--- src/rtl/kmu_cta_dispatcher.sv ---
// Kernel-management CTA dispatcher.
// Kernel configuration arrives as DCR writes into shadow registers. A launch
// handshake snapshots the shadow registers into an active copy. The 3-D grid
// is then walked with z fastest, then y, then x, and one CTA is issued per
// cycle to a round-robin selected ready core. CTA completions are counted,
// and a done pulse is raised once every issued CTA has completed.
module kmu_cta_dispatcher #(
  parameter int unsigned NUM_CORES   = 4,
  parameter int unsigned NUM_THREADS = 4,
  parameter int unsigned DCR_ADDR_W  = 12,
  parameter int unsigned DCR_DATA_W  = 32
) (
  input  logic                  clk,
  input  logic                  reset,
  input  logic                  dcr_wr_valid,
  input  logic [DCR_ADDR_W-1:0] dcr_wr_addr,
  input  logic [DCR_DATA_W-1:0] dcr_wr_data,
  input  logic                  launch_valid,
  output logic                  launch_ready,
  output logic                  task_valid,
  input  logic [NUM_CORES-1:0]  task_ready,
  output logic [NUM_CORES-1:0]  task_grant,
  output logic [31:0]           task_pc,
  output logic [31:0]           task_param,
  output logic [31:0]           task_num_warps,
  output logic [31:0]           task_cta_x,
  output logic [31:0]           task_cta_y,
  output logic [31:0]           task_cta_z,
  output logic [31:0]           task_cta_id,
  input  logic [NUM_CORES-1:0]  cta_done,
  output logic                  busy,
  output logic                  done
);

  localparam int unsigned PTR_W = (NUM_CORES > 1) ? $clog2(NUM_CORES) : 1;

  localparam logic [DCR_ADDR_W-1:0] VX_DCR_BASE_STARTUP_ADDR0 = DCR_ADDR_W'(32'h001);
  localparam logic [DCR_ADDR_W-1:0] VX_DCR_BASE_STARTUP_ARG0  = DCR_ADDR_W'(32'h003);
  localparam logic [DCR_ADDR_W-1:0] VX_DCR_KMU_GRID_DIM0      = DCR_ADDR_W'(32'h006);
  localparam logic [DCR_ADDR_W-1:0] VX_DCR_KMU_GRID_DIM1      = DCR_ADDR_W'(32'h007);
  localparam logic [DCR_ADDR_W-1:0] VX_DCR_KMU_GRID_DIM2      = DCR_ADDR_W'(32'h008);
  localparam logic [DCR_ADDR_W-1:0] VX_DCR_KMU_BLOCK_DIM0     = DCR_ADDR_W'(32'h009);
  localparam logic [DCR_ADDR_W-1:0] VX_DCR_KMU_BLOCK_DIM1     = DCR_ADDR_W'(32'h00A);
  localparam logic [DCR_ADDR_W-1:0] VX_DCR_KMU_BLOCK_DIM2     = DCR_ADDR_W'(32'h00B);

  typedef enum logic [1:0] {
    S_IDLE,
    S_DISPATCH,
    S_DRAIN,
    S_DONE
  } state_t;

  state_t state, state_next;

  // shadow (DCR-written) configuration
  logic [31:0] sh_pc, sh_arg, sh_gx, sh_gy, sh_gz, sh_bx, sh_by, sh_bz;
  // active configuration for the running kernel
  logic [31:0] act_pc, act_arg, act_gx, act_gy, act_gz, num_warps;
  // grid walk position and counters
  logic [31:0] cx, cy, cz, cid, issued, completed;
  logic [31:0] nx, ny, nz;
  logic        is_last;

  logic [PTR_W-1:0] rr_ptr, rr_next, grant_idx;
  logic             found;
  int unsigned      cand;

  logic        launch_fire, dispatch_fire, grid_zero, count_en;
  logic [31:0] bx1, by1, bz1, blk_prod, warps_calc, done_cnt, completed_sum;
  logic [32:0] warps_wide;

  assign launch_fire   = launch_valid && (state == S_IDLE);
  assign grid_zero     = (sh_gx == '0) || (sh_gy == '0) || (sh_gz == '0);
  assign count_en      = (state == S_DISPATCH) || (state == S_DRAIN);
  assign dispatch_fire = (state == S_DISPATCH) && found;

  assign launch_ready   = (state == S_IDLE);
  assign task_valid     = (state == S_DISPATCH);
  assign busy           = (state != S_IDLE);
  assign done           = (state == S_DONE);
  assign task_pc        = act_pc;
  assign task_param     = act_arg;
  assign task_num_warps = num_warps;
  assign task_cta_x     = cx;
  assign task_cta_y     = cy;
  assign task_cta_z     = cz;
  assign task_cta_id    = cid;

  // Capture DCR writes into the shadow configuration registers.
  always_ff @(posedge clk or posedge reset) begin
    if (reset) begin
      sh_pc  <= '0;
      sh_arg <= '0;
      sh_gx  <= '0;
      sh_gy  <= '0;
      sh_gz  <= '0;
      sh_bx  <= '0;
      sh_by  <= '0;
      sh_bz  <= '0;
    end else if (dcr_wr_valid) begin
      case (dcr_wr_addr)
        VX_DCR_BASE_STARTUP_ADDR0: sh_pc  <= 32'(dcr_wr_data);
        VX_DCR_BASE_STARTUP_ARG0:  sh_arg <= 32'(dcr_wr_data);
        VX_DCR_KMU_GRID_DIM0:      sh_gx  <= 32'(dcr_wr_data);
        VX_DCR_KMU_GRID_DIM1:      sh_gy  <= 32'(dcr_wr_data);
        VX_DCR_KMU_GRID_DIM2:      sh_gz  <= 32'(dcr_wr_data);
        VX_DCR_KMU_BLOCK_DIM0:     sh_bx  <= 32'(dcr_wr_data);
        VX_DCR_KMU_BLOCK_DIM1:     sh_by  <= 32'(dcr_wr_data);
        VX_DCR_KMU_BLOCK_DIM2:     sh_bz  <= 32'(dcr_wr_data);
        default: ;
      endcase
    end
  end

  // Warps per CTA: ceil(block volume / NUM_THREADS), zero dims treated as 1.
  always_comb begin
    bx1        = (sh_bx == '0) ? 32'd1 : sh_bx;
    by1        = (sh_by == '0) ? 32'd1 : sh_by;
    bz1        = (sh_bz == '0) ? 32'd1 : sh_bz;
    blk_prod   = bx1 * by1 * bz1;
    warps_wide = ({1'b0, blk_prod} + 33'(NUM_THREADS - 1)) / 33'(NUM_THREADS);
    warps_calc = warps_wide[31:0];
  end

  // Round-robin pick: first ready core at or after rr_ptr, wrapping around.
  always_comb begin
    found     = 1'b0;
    grant_idx = '0;
    cand      = 0;
    for (int unsigned i = 0; i < NUM_CORES; i++) begin
      cand = 32'(rr_ptr) + i;
      if (cand >= NUM_CORES) cand = cand - NUM_CORES;
      if (!found && task_ready[cand[PTR_W-1:0]]) begin
        found     = 1'b1;
        grant_idx = cand[PTR_W-1:0];
      end
    end
  end

  // One-hot grant and the pointer value following the granted core.
  always_comb begin
    task_grant = '0;
    if (dispatch_fire) task_grant[grant_idx] = 1'b1;
    if (32'(grant_idx) == NUM_CORES - 1) rr_next = '0;
    else                                 rr_next = grant_idx + PTR_W'(1);
  end

  // Completion popcount for this cycle.
  always_comb begin
    done_cnt = '0;
    for (int unsigned i = 0; i < NUM_CORES; i++) begin
      done_cnt = done_cnt + 32'(cta_done[i]);
    end
    completed_sum = completed + done_cnt;
  end

  // Next grid position, z fastest, then y, then x.
  always_comb begin
    nx      = cx;
    ny      = cy;
    nz      = cz;
    is_last = (cx == act_gx - 32'd1) && (cy == act_gy - 32'd1) && (cz == act_gz - 32'd1);
    if (cz == act_gz - 32'd1) begin
      nz = '0;
      if (cy == act_gy - 32'd1) begin
        ny = '0;
        nx = cx + 32'd1;
      end else begin
        ny = cy + 32'd1;
      end
    end else begin
      nz = cz + 32'd1;
    end
  end

  // State register.
  always_ff @(posedge clk or posedge reset) begin
    if (reset) state <= S_IDLE;
    else       state <= state_next;
  end

  // Next-state logic.
  // DRAIN compares against the count including this cycle's pulses, so done
  // follows the final completion pulse by exactly one cycle.
  always_comb begin
    state_next = state;
    case (state)
      S_IDLE:     if (launch_fire) state_next = grid_zero ? S_DONE : S_DISPATCH;
      S_DISPATCH: if (dispatch_fire && is_last) state_next = S_DRAIN;
      S_DRAIN:    if (completed_sum == issued) state_next = S_DONE;
      S_DONE:     state_next = S_IDLE;
      default:    state_next = S_IDLE;
    endcase
  end

  // Kernel snapshot, grid walk and issue/completion counters.
  always_ff @(posedge clk or posedge reset) begin
    if (reset) begin
      act_pc    <= '0;
      act_arg   <= '0;
      act_gx    <= '0;
      act_gy    <= '0;
      act_gz    <= '0;
      num_warps <= '0;
      cx        <= '0;
      cy        <= '0;
      cz        <= '0;
      cid       <= '0;
      issued    <= '0;
      completed <= '0;
    end else if (launch_fire) begin
      act_pc    <= sh_pc;
      act_arg   <= sh_arg;
      act_gx    <= sh_gx;
      act_gy    <= sh_gy;
      act_gz    <= sh_gz;
      num_warps <= warps_calc;
      cx        <= '0;
      cy        <= '0;
      cz        <= '0;
      cid       <= '0;
      issued    <= '0;
      completed <= '0;
    end else begin
      if (dispatch_fire) begin
        cx     <= nx;
        cy     <= ny;
        cz     <= nz;
        cid    <= cid + 32'd1;
        issued <= issued + 32'd1;
      end
      if (count_en) completed <= completed_sum;
    end
  end

  // Round-robin pointer advances past each granted core.
  always_ff @(posedge clk or posedge reset) begin
    if (reset)              rr_ptr <= '0;
    else if (dispatch_fire) rr_ptr <= rr_next;
  end

endmodule

--- config.mk ---
export PLATFORM = sky130hd
export DESIGN_NAME = kmu_cta_dispatcher
export DESIGN_NICKNAME = d
export VERILOG_FILES = /design/src/rtl/kmu_cta_dispatcher.sv
export SDC_FILE = /design/constraint.sdc
export NUM_CORES = 2
export LEC_CHECK = 0
export CAP_MARGIN = 20
export CORE_UTILIZATION = 44
export DETAILED_ROUTE_END_ITERATION = 6
export MAX_ROUTING_LAYER = met4
export PLACE_DENSITY = 0.66
export SYNTH_ARGS = -nofsm -noshare
export SYNTH_HDL_FRONTEND = slang
export SYNTH_SLANG_ARGS = --single-unit
export TNS_END_PERCENT = 100
--- constraint.sdc ---
create_clock -name clk -period 28.8 [get_ports clk]
set_clock_uncertainty 0.1 [all_clocks]
set_input_delay 4.32 -clock clk [delete_from_list [all_inputs] [get_ports clk]]
set_output_delay 4.32 -clock clk [all_outputs]
set_load 0.005 [all_outputs]
# == After elaboration in Yosys (flattened, before gate mapping) ==
# Cells that the tools add are included.
# totals
ff_bits,643
inputBits,56
output_inout_bits,232
# classes
n_addsub,21
n_mul,2
n_lt_le_gt_ge,10
eq_ne,19
muxes,49
reduce_logical,38
# op_table
cell,count
$mux W32,20
$logic_not A32 Y1,6
$add A32 B1 Y32 const B,5
$eq A32 B32 Y1,4
$sub A32 B1 Y32 const B,3
$mul A32 B32 Y32,2
$eq A12 B4 Y1 const B,4
$add A32 B2 Y33 const B,1
$add A32 B4 Y32,1
$mux W2,13
$eq A12 B3 Y1 const B,2
$reduce_and A2 Y1,9
$lt A2 B3 Y1 const B,5
$eq A12 B1 Y1 const B,1
$eq A12 B2 Y1 const B,1
$reduce_bool A2 Y1,5
$ge A3 B3 Y1 const B,3
$logic_and A1 B1 Y1,9
$mux W1,9
$bmux W1 S2,4
$pmux W2 S4,1
$sub A2 B1 Y2 const B,4
$add A2 B2 Y3 const B,2
$eq A2 B2 Y1 const B,3
15 further kinds,22

# == Depth between registers and ports, before layout ==
# depth
ltp_word,19
depth_mapped,61

# == Worst setup path after synthesis ==
# OpenSTA, ideal clock, no wires.
# synth_timing
kind,register to register
start,reg sh_bx[6]
end,"reg num_warps[29], in the netlist task_num_warps[29]"
setup_ns,0.092
arrival_ns,14.960
setup_slack_ns,13.648
stages_incl_launch_ff,56
path_buffers,3
cell_sequence,dfrtp_1 -> clkbuf_1 -> nor4_1 -> nand4_1 -> o21bai_1 -> clkbuf_1 -> clkbuf_1 -> nand2_1 -> fa_1 -> inv_1 -> fa_1 -> ha_1 -> fa_1 -> ha_1 -> ha_1 -> inv_1 -> fa_1 -> fa_1 -> [... 20 more ...] -> fa_1 -> inv_1 -> fa_1 -> xor2_1 -> xnor2_1 -> xnor2_1 -> xnor2_1 -> xnor3_1 -> xnor2_1 -> xnor3_1 -> xnor3_1 -> xnor3_1 -> xnor3_1 -> xnor2_1 -> xnor3_1 -> xnor3_1 -> and3_1 -> o31ai_2
# synth_via
elab_chain_len,5
# synth_lines
element,line_no,rtl
from (decl),56,"logic [31:0] sh_pc, sh_arg, sh_gx, sh_gy, sh_gz, sh_bx, sh_by, sh_bz;"
from (signal assigned),107,VX_DCR_KMU_BLOCK_DIM0: sh_bx <= 32'(dcr_wr_data);
$logic_not A32 Y1,117,bx1 = (sh_bx == '0) ? 32'd1 : sh_bx;
$mux W32 *,117,
$mul A32 B32 Y32 * (2 in series),120,blk_prod = bx1 * by1 * bz1;
$add A32 B2 Y33 *,121,"warps_wide = ({1'b0, blk_prod} + 33'(NUM_THREADS - 1)) / 33'(NUM_THREADS);"
to (signal assigned),217,num_warps <= warps_calc;
to (decl),58,"logic [31:0] act_pc, act_arg, act_gx, act_gy, act_gz, num_warps;"
# Every way passes the cells marked *; elsewhere a longest branch is shown, timed or not.
# A chain may end at the register's enable or synchronous reset.

# == Worst setup path in the final report ==
# layout_timing
start,reg sh_bx[10]
end,"reg num_warps[29], in the netlist task_num_warps[29]"
# The elaborated chain is that of the path after synthesis.

==> flow_summary.ini <==
[floorplanning]
fp.dieH_um = 379
rows = 137
start_util = 0.445
die_area_sq_um = 143000
core_area_sq_um = 140000
fp.dieW_um = 379
io_pins = 288

[sta]
slew_viol_final = 0
rsz0062_at_grt = false
report.final.hold_viol_count = 0
tns_ns = 0
period_minus_slack_ns = 17.41
max_slew.worst_pin.slew_ns = 1.19
maxSlewHeadroom = 0.210
hold-worst-slack_ns = 0.354
fmax_ghz = 0.0574
post-route-period-util = 0.605
finalSetupViolCount = 0

[placement]
place_hpwl_um = 133000
gp_congestion = 0.960
place.port_buffers = 286
place_area_sq_um = 67200

[global_routing]
grt_first_pass_wirelength_um = 286000
grt_overflow = 0
busiest_layer = met2
grtUsageMet2 = 0.436
met1_usage = 0.341
grtUsageTotal = 0.270
grt_max_degree = 188
antenna_found_initial = 11
grt_pass1_vias = 48300
use_met3 = 0.0434

[flow_run]
drv_cap = 0

[finish]
drive_gt1_frac = 0.0778
nFillCells = 13000
layout_common_cells = nand2_1, inv_1, fa_1
final_area_sq_um = 70000
nets = 7866
mostFrequentLayoutCell = nand2_1
syn_to_final_growth_pct = 12.1

[worst_setup_path]
critPathLaunchType = register
cp.required_ns = 29.26
crit_path_frequent_cell = fa_1
critical-path-max-stage-delay_ns = 0.88
crit_path_top_delay_cell = a2111oi_1
crit_arrival_ns = 17.87
cp-end-kind = register
critPathKind = reg -> reg
path_max_fanout = 34

[synth]
dominantRegCellSynth = dfrtp_1
synth-seq-area-share = 0.258
avgSynthCellArea_sq_um = 9.46
netlist_instances = 6600
synthArstFlopShare = 1.00
syn-num-nets = 7738
yosysUniqueCellTypes = 86
ys_ff_latch = 643
yosysWarnings = 0
synth_enable_flop_cells = 0
syn_area_sq_um = 62400

[drt]
drt_iter0_drc = 3371
wirelength_um = 184000
wl_per_cell_um = 21.2
ant_nets = 0
vias_per_cell = 5.37
drc_errors = 0
num_vias = 46600
firstDrtPassIters = 5

[clock_tree]
clkTransAtPathRegs_ns = 0.06
htree_levels = 3
cts-root-buf = clkbuf_16
cts.sinks = 643
cts_buffer_depth = 3
cts_setup_buffers = 0
cts_buffers = 76
ctsHoldBuffers = 0
cts_resized = 0
cts_tree = yes
insertion_delay_ns = 0.71

[power]
peakVddDrop_v = 0.0000413
power.density_nw_per_um2 = 34.6
p_leak_nw = 33.0

[worst_hold_path]
min_path_type = reg -> reg

[outcome]
status = finished clean
synth_stat cells (14+ instances only):
cell type	count	share of area
nor4_1	71	0.0071
nand4_1	66	0.0066
xor2_1	212	0.030
nand2b_1	37	0.0037
inv_1	880	0.053
and3_1	88	0.0088
fa_1	819	0.26
mux2_2	257	0.046
nor2_1	267	0.016
and2_1	519	0.052
o21ai_0	167	0.013
nor3_1	51	0.0041
xnor2_1	277	0.039
or3_1	51	0.0051
a21oi_1	87	0.0070
nand2_1	1163	0.070
nor2b_1	14	0.0014
clkbuf_1	303	0.018
ha_1	263	0.053
dfrtp_1	643	0.26
nand3_1	103	0.0083
path summary, 6_finish.rpt:
kind | from | to | slack [ns] | cells after the start
min in group asynchronous | reset | task_pc[30]$_DFFE_PP0P_ | 4.05 | 2
setup reg to reg | sh_bx[10]$_DFFE_PP0P_ | task_num_warps[29]$_DFFE_PP0P_ | 11.39 | 52
setup / recovery | sh_bx[10]$_DFFE_PP0P_ | task_num_warps[29]$_DFFE_PP0P_ | 11.39 | 52
hold / removal | sh_arg[19]$_DFFE_PP0P_ | task_param[19]$_DFFE_PP0P_ | 0.35 | 2
hold reg to reg | sh_arg[19]$_DFFE_PP0P_ | task_param[19]$_DFFE_PP0P_ | 0.35 | 2
max in group asynchronous | reset | task_num_warps[13]$_DFFE_PP0P_ | 21.18 | 5
per-layer routing:
metal | share of wire | wire [um] | vias to the layer above
li1 | - | - | 20900
met1 | 0.41 | 75900 | 23800
met2 | 0.48 | 87700 | 1564
met3 | 0.069 | 12600 | 342
met4 | 0.042 | 7810 | 0
met5 | 0 | 0 | -
power by group:
group	switching, mW	internal [mW]	total [mW]	leakage (nW)
logic	0.284	0.127	0.411	22.7
registers	0.0311	0.926	0.957	8.95
clock network	0.444	0.613	1.06	1.34
area by class of cell:
class,count,area [sq um],share of cell area
Timing Repair Buffer,370,3520,0.0503
Tap cell,1876,2350,0.0335
Clock buffer,101,2170,0.0309
Multi-Input combinational cell,4757,42000,0.599
Antenna cell,7,17.5,0.000250
Sequential cell,643,16100,0.230
Clock inverter,38,593,0.00847
Inverter,880,3310,0.0473
cell families (layout without fill, tap and decap cells):
group | after synthesis | in the layout | share of synthesized area
AO/OA/AOI/OAI | 390 | 390 | 0.0385
XOR/XNOR | 500 | 500 | 0.0725
adder cells (fa/ha/maj) | 1082 | 1082 | 0.315
buffers and inverters | 1200 | 1389 | 0.0723
flip-flops | 643 | 643 | 0.258
multiplexers | 270 | 270 | 0.0484
other | 1 | 8 | 0.0000601
AND/OR/NAND/NOR | 2514 | 2514 | 0.195
per-stage QoR:
step / util / setup slack [ns] / power (mW) / std cells
2_1_floorplan: - / 6.37 / 1.22 / 6600
3_3_place_gp: 0.479 / 11.94 / 1.37 / 8525
3_5_place_dp: 0.479 / 11.64 / 1.38 / 8525
4_1_cts: 0.499 / 11.50 / 2.45 / 8664
5_1_grt: 0.499 / 10.66 / 2.52 / 8669
6_report: 0.499 / 11.39 / 2.43 / 8672
worst max-delay path: cells and delay by family, from the launching register on:
family / cells / cell delay (ns)
AO/OA/AOI/OAI: 7 / 3.08
buffers and inverters: 7 / 0.40
XOR/XNOR: 14 / 4.05
AND/OR/NAND/NOR: 7 / 1.67
flip-flops: 1 / 0.71
adder cells (fa/ha/maj): 17 / 7.22
No activity file was read; power rests on OpenSTA's default activity.
